$ cat config.mk
export PLATFORM = sky130hd
export DESIGN_NAME = char_ram_arbiter
export DESIGN_NICKNAME = d
export VERILOG_FILES = /design/src/rtl/char_ram_pkg.sv /design/src/rtl/rx_byte_fifo.sv /design/src/rtl/char_ram_arbiter.sv
export SDC_FILE = /design/constraint.sdc
export NUM_CORES = 1
export LEC_CHECK = 0
export CORE_ASPECT_RATIO = 0.9
export CORE_UTILIZATION = 45
export DETAILED_ROUTE_END_ITERATION = 10
export PLACE_DENSITY_LB_ADDON = 0.2
export SLEW_MARGIN = 20
export SYNTH_ARGS = -nofsm -noshare
export SYNTH_HDL_FRONTEND = slang
export SYNTH_SLANG_ARGS = --single-unit
$ cat constraint.sdc
create_clock -name clk -period 3.75 [get_ports clk]
set_clock_uncertainty 0.2 [all_clocks]
set_input_delay 0.375 -clock clk [delete_from_list [all_inputs] [get_ports clk]]
set_output_delay 0.375 -clock clk [all_outputs]
set_load 0.03 [all_outputs]
$ cat src/rtl/char_ram_pkg.sv
// Shared definitions for the character RAM arbiter: FSM states,
// default widths and the control characters it interprets.
package char_ram_pkg;

  localparam int DEF_ADDR_W = 8;
  localparam int DEF_DATA_W = 8;

  localparam logic [7:0] CHAR_SPACE = 8'h20;
  localparam logic [7:0] CHAR_BS    = 8'h08;
  localparam logic [7:0] CHAR_FF    = 8'h0C;

  typedef enum logic [2:0] {
    IDLE,
    READ,
    RACK,
    WRITE,
    CLEAR
  } arb_state_t;

endpackage

$ cat src/rtl/rx_byte_fifo.sv
// Small synchronous FIFO buffering received bytes until the arbiter
// gets a free RAM cycle. Head is presented combinationally; a push on
// a full FIFO is accepted only if a pop happens in the same cycle,
// otherwise the byte is dropped and reported on `dropped`.
module rx_byte_fifo #(
  parameter int DEPTH = 4,
  parameter int WIDTH = 8
) (
  input  logic             clk,
  input  logic             reset,
  input  logic             push,
  input  logic [WIDTH-1:0] push_data,
  input  logic             pop,
  output logic [WIDTH-1:0] head,
  output logic             full,
  output logic             empty,
  output logic             dropped
);

  // One extra pointer bit distinguishes full from empty.
  localparam int PTR_W = $clog2(DEPTH);
  localparam logic [PTR_W:0] PTR_ONE = {{PTR_W{1'b0}}, 1'b1};

  logic [WIDTH-1:0] mem [DEPTH];
  logic [PTR_W:0]   wr_ptr;
  logic [PTR_W:0]   rd_ptr;
  logic             do_push;
  logic             do_pop;

  assign empty   = (wr_ptr == rd_ptr);
  assign full    = (wr_ptr[PTR_W] != rd_ptr[PTR_W]) &&
                   (wr_ptr[PTR_W-1:0] == rd_ptr[PTR_W-1:0]);
  assign do_pop  = pop && !empty;
  assign do_push = push && (!full || do_pop);
  assign dropped = push && !do_push;
  assign head    = mem[rd_ptr[PTR_W-1:0]];

  // Pointer bookkeeping; storage itself needs no reset.
  always_ff @(posedge clk) begin
    if (reset) begin
      wr_ptr <= '0;
      rd_ptr <= '0;
    end else begin
      if (do_push) wr_ptr <= wr_ptr + PTR_ONE;
      if (do_pop)  rd_ptr <= rd_ptr + PTR_ONE;
    end
  end

  // Storage write; when full with a simultaneous pop the freed slot is reused.
  always_ff @(posedge clk) begin
    if (do_push) mem[wr_ptr[PTR_W-1:0]] <= push_data;
  end

endmodule

$ cat src/rtl/char_ram_arbiter.sv
// Arbitrates a single-port character RAM between VGA character fetches
// and text arriving from a UART. VGA reads always win in IDLE; received
// bytes are buffered in a small FIFO and written at a moving cursor.
// Backspace erases the previous cell, form feed blanks the whole screen
// (preemptible by VGA reads) and homes the cursor.
//
// A read is acknowledged with a one-cycle vga_ack while the FSM is back
// in IDLE; a requester that keeps vga_req high through the ack cycle
// gets another, back-to-back read.
module char_ram_arbiter
  import char_ram_pkg::*;
#(
  parameter int ADDR_W     = DEF_ADDR_W,
  parameter int FIFO_DEPTH = 4
) (
  input  logic                  clk,
  input  logic                  reset,
  input  logic [DEF_DATA_W-1:0] rx_data,
  input  logic                  rx_valid,
  input  logic                  vga_req,
  input  logic [ADDR_W-1:0]     vga_addr,
  output logic [DEF_DATA_W-1:0] vga_data,
  output logic                  vga_ack,
  output logic                  ram_we,
  output logic [ADDR_W-1:0]     ram_addr,
  output logic [DEF_DATA_W-1:0] ram_wdata,
  input  logic [DEF_DATA_W-1:0] ram_rdata,
  output logic                  busy,
  output logic                  overflow
);

  localparam logic [ADDR_W-1:0] ADDR_ONE = {{(ADDR_W-1){1'b0}}, 1'b1};

  arb_state_t            state;
  logic [ADDR_W-1:0]     cursor;
  logic [ADDR_W-1:0]     clear_idx;
  logic                  clear_pending;

  logic [DEF_DATA_W-1:0] fifo_head;
  logic                  fifo_full;
  logic                  fifo_empty;
  logic                  fifo_pop;
  logic                  fifo_dropped;

  // The FIFO head is consumed only when IDLE has nothing of higher priority.
  assign fifo_pop = (state == IDLE) && !vga_req && !clear_pending && !fifo_empty;
  assign busy     = (state != IDLE) || !fifo_empty;

  rx_byte_fifo #(
    .DEPTH (FIFO_DEPTH),
    .WIDTH (DEF_DATA_W)
  ) u_rx_fifo (
    .clk       (clk),
    .reset     (reset),
    .push      (rx_valid),
    .push_data (rx_data),
    .pop       (fifo_pop),
    .head      (fifo_head),
    .full      (fifo_full),
    .empty     (fifo_empty),
    .dropped   (fifo_dropped)
  );

  // Arbiter FSM with registered RAM and VGA outputs.
  always_ff @(posedge clk) begin
    if (reset) begin
      state         <= IDLE;
      cursor        <= '0;
      clear_idx     <= '0;
      clear_pending <= 1'b0;
      overflow      <= 1'b0;
      vga_ack       <= 1'b0;
      vga_data      <= '0;
      ram_we        <= 1'b0;
      ram_addr      <= '0;
      ram_wdata     <= '0;
    end else begin
      vga_ack <= 1'b0;
      ram_we  <= 1'b0;
      if (fifo_dropped) overflow <= 1'b1;

      case (state)
        IDLE: begin
          if (vga_req) begin
            state    <= READ;
            ram_addr <= vga_addr;
          end else if (clear_pending) begin
            // Start or resume blanking at the first cell not yet written.
            state     <= CLEAR;
            ram_we    <= 1'b1;
            ram_addr  <= clear_idx;
            ram_wdata <= CHAR_SPACE;
          end else if (!fifo_empty) begin
            if (fifo_head == CHAR_FF) begin
              clear_pending <= 1'b1;
            end else if (fifo_head == CHAR_BS) begin
              // Backspace at home position is swallowed without a write.
              if (cursor != '0) begin
                state     <= WRITE;
                ram_we    <= 1'b1;
                ram_addr  <= cursor - ADDR_ONE;
                ram_wdata <= CHAR_SPACE;
                cursor    <= cursor - ADDR_ONE;
              end
            end else begin
              state     <= WRITE;
              ram_we    <= 1'b1;
              ram_addr  <= cursor;
              ram_wdata <= fifo_head;
              cursor    <= cursor + ADDR_ONE;
            end
          end
        end

        READ: begin
          state <= RACK;
        end

        RACK: begin
          vga_data <= ram_rdata;
          vga_ack  <= 1'b1;
          state    <= IDLE;
        end

        WRITE: begin
          state <= IDLE;
        end

        CLEAR: begin
          // The cell at clear_idx is written during this cycle.
          if (clear_idx == {ADDR_W{1'b1}}) begin
            clear_idx     <= '0;
            clear_pending <= 1'b0;
            cursor        <= '0;
            state         <= IDLE;
          end else begin
            clear_idx <= clear_idx + ADDR_ONE;
            if (vga_req) begin
              state <= IDLE;
            end else begin
              ram_we    <= 1'b1;
              ram_addr  <= clear_idx + ADDR_ONE;
              ram_wdata <= CHAR_SPACE;
            end
          end
        end

        default: begin
          state <= IDLE;
        end
      endcase
    end
  end

endmodule

==> results.py <==
metrics = {
    "global_route": {
        "first_global_vias": 3644,
        "grt.total_usage": 0.216,
        "antenna_found_initial": 0,
        "gr-total-overflow": 0,
        "grt_max_degree": 40,
        "grt_first_pass_wirelength_um": 17500,
    },
    "synthesis": {
        "synth_xor_area_frac": 0.0294,
        "synth_edf_count": 32,
        "synth_compound_area_frac": 0.169,
        "ys.flop_type": "dfxtp_1",
        "synth_area_leader_cell": "dfxtp_1",
        "synth_top_cells_by_area": "dfxtp_1 (25%), edfxtp_1 (21%), mux4_2 (4.0%)",
        "synth_top_family_by_area": "simple AND/OR/NAND/NOR gates",
        "syn_area_um2": 4480,
        "yosysWarningCount": 0,
        "avgSynthCellArea_um2": 9.95,
        "ys_types": 65,
        "yosysTopAreaCellShare": 0.246,
        "synth_seq_cells": 87,
        "synth-seq-area-share": 0.461,
        "synth_fa_ha_area_frac": 0.0252,
        "synth.area.mux_share": 0.0783,
        "synth_simple_gate_area_share": 0.193,
        "synthesis.nets": 487,
        "syn_inst": 450,
        "async_flop_share": 0,
    },
    "place": {
        "numPortBuffers": 55,
        "globalplace.congestion": 0.834,
        "dp_cells": 611,
        "pre_cts_ws_ns": 0.431,
        "hpwl_um": 7570,
    },
    "final_layout": {
        "fillers": 862,
        "n_antenna_cell": 0,
        "syn2layout_area_growth_pct": 19.3,
        "final_cell_mix": "dfxtp_1 (55), clkdlybuf4s50_1 (55), nand2_1 (38)",
        "fin_cells": 627,
        "final_layout_size_suffix_gt1_frac": 0.0938,
        "nNetsFinal": 533,
    },
    "critical_path": {
        "cpPeakStageDelay_ns": 0.86,
        "start_kind": "flip-flop",
        "path_max_fanout": 15,
        "cpMaxStageDelayCell": "or4_1",
        "rrSetupSlack_ns": 0.45,
        "cp.required_ns": 3.81,
        "arrival_ns": 3.36,
        "path_cells": "mux4_2 > or4_1 > nor4_2 > nor2_1 > o32ai_1",
        "crit_type": "reg2reg",
        "cp-end-kind": "flip-flop",
    },
    "timing": {
        "worst_slack_ns": 0.454,
        "fin_crit_sh": 0.879,
        "setup-violations-final": 0,
        "relSlewSlack": 0.361,
        "worst_pin_slew_ns": 0.950,
        "final_max_slew_viol_count": 0,
        "hold_violations": 0,
        "rsz0062_at_grt": "no",
        "max_freq_ghz": 0.303,
        "fin_crit_ns": 3.30,
        "tns_ns": 0,
    },
    "clock_tree": {
        "cts.sinks": 87,
        "numCtsBuffers": 9,
        "clk_pin_slew_ns": 0.11,
        "cts_resized": 0,
        "cts_tree": "done",
        "worstSkewPairLatency_ns": 0.37,
        "cts_setup_buffers": 0,
        "hold_buffers": 0,
        "clockRootBuffer": "clkbuf_8",
        "clock_path_buffers": 2,
        "htree_levels": 3,
    },
    "route": {
        "drt_iter0_drc": 214,
        "routed_wl_um": 10800,
        "drc": 0,
        "via_count": 3752,
        "wl_per_cell_um": 17.2,
        "avgViaCountPerCell": 5.98,
        "drt-pass1-iter-count": 5,
        "antenna_left": 0,
    },
    "power": {
        "ir_drop_v": 0.000209,
        "p_per_area_nw_per_um2": 437,
        "p_leak_uw": 0.00181,
    },
    "hold_path": {
        "hold_path.class": "reg2reg",
    },
    "floorplanning": {
        "start_util": 0.463,
        "io_pins": 56,
        "die_y_um": 96.6,
        "die_w_um": 107,
        "coreArea_um2": 9660,
        "rows": 34,
        "die-area_um2": 10300,
    },
    "run_status": {
        "status": "finished, final reports clean",
    },
    "flow_run": {
        "max_cap_violations": 0,
    },
}
==> layer usage <==
layer | GRT usage | routed length [µm] | vias to the layer above
met1 | 0.277 | 4720 | 1808
met5 | 0 | 0 | -
met2 | 0.351 | 5190 | 115
met4 | 0.107 | 338 | 0
met3 | 0.0371 | 517 | 30
li1 | - | - | 1799
==> cell type report <==
| class | count | area (µm²) | area share |
|---|---|---|---|
| multi-input combinational | 314 | 2220 | 0.415 |
| sequential | 87 | 2060 | 0.386 |
| timing repair buffer | 66 | 633 | 0.119 |
| tap | 126 | 158 | 0.0295 |
| clock buffer | 9 | 124 | 0.0232 |
| clock inverter | 7 | 78.8 | 0.0148 |
| inverter | 18 | 67.6 | 0.0127 |
==> worst max-delay path, delay by kind of cell (launching register included) <==
family / cells / cell delay, ns
AOI/OAI and AO/OA: 1 / 0.28
DFF: 1 / 0.65
muxes: 1 / 0.61
and+or+nand+nor: 3 / 1.46
==> kinds of logic (layout without fill, tap and decap cells) <==
| kind of cell | Yosys count | after routing |
|---|---|---|
| and+or+nand+nor | 162 | 162 |
| AOI/OAI and AO/OA | 103 | 103 |
| DFF | 87 | 87 |
| buffers and inverters | 49 | 100 |
| muxes | 25 | 25 |
| xor gates and xnor gates | 15 | 15 |
| adders and majority gates | 9 | 9 |
==> flip-flops by register name (all words and copies together), names as in the netlist, 3 cells and up, named ones only <==
| signal | flops |
|---|---|
| u_rx_fifo.rd_ptr | 3 |
| clear_idx | 8 |
| u_rx_fifo.wr_ptr | 3 |
| cursor | 8 |
| ram_wdata | 8 |
| ram_addr | 8 |
| state | 3 |
| u_rx_fifo.mem | 32 |
| vga_data | 8 |
==> report_power, final <==
group          internal (µW)  switching (µW)  total (µW)
clock                    263             398         661
combinational            244             332         576
sequential              1040            52.4        1100
total                   1550             783        2330
==> worst paths after layout <==
check	from	endpoint	depth (start not counted)
setup / recovery	flip-flop	ram_addr[7]	5
hold / removal	ram_wdata[6]	ram_wdata[6]	2
setup reg to reg	flip-flop	ram_addr[7]	5
hold reg to reg	ram_wdata[6]	ram_wdata[6]	2
==> cells in the mapped netlist, types with 3 or more instances <==
library cell	count
a221oi_1	3
and2_1	4
o21ai_0	13
mux4_2	8
nor2_1	32
edfxtp_1	32
a31oi_1	9
clkbuf_1	24
o311ai_0	4
o32ai_1	6
xor2_1	5
a32oi_1	3
a211oi_1	4
ha_1	9
buf_2	3
or3_1	5
nand3_1	20
nor3b_1	5
a21oi_1	25
xnor2_1	10
and3_1	10
and4_1	4
nand2_1	38
a221o_1	3
nand2b_1	3
o21a_1	3
o2111ai_1	6
nor3_1	10
dfxtp_1	55
mux2i_1	17
or4_1	3
nor4_1	7
nand4_1	9
inv_1	17
==> metrics by stage <==
step	power (µW)	hold slack (ns)	area, µm²	utilization
global route	2440	0.297	5340	0.553
detailed placement	1690	0.257	5140	0.532
floorplan	1500	0.266	4480	-
finish	2330	0.266	5340	0.553
CTS	2340	0.272	5340	0.553
global placement	1680	0.251	5140	0.532
(Power assumes the default switching activity.)
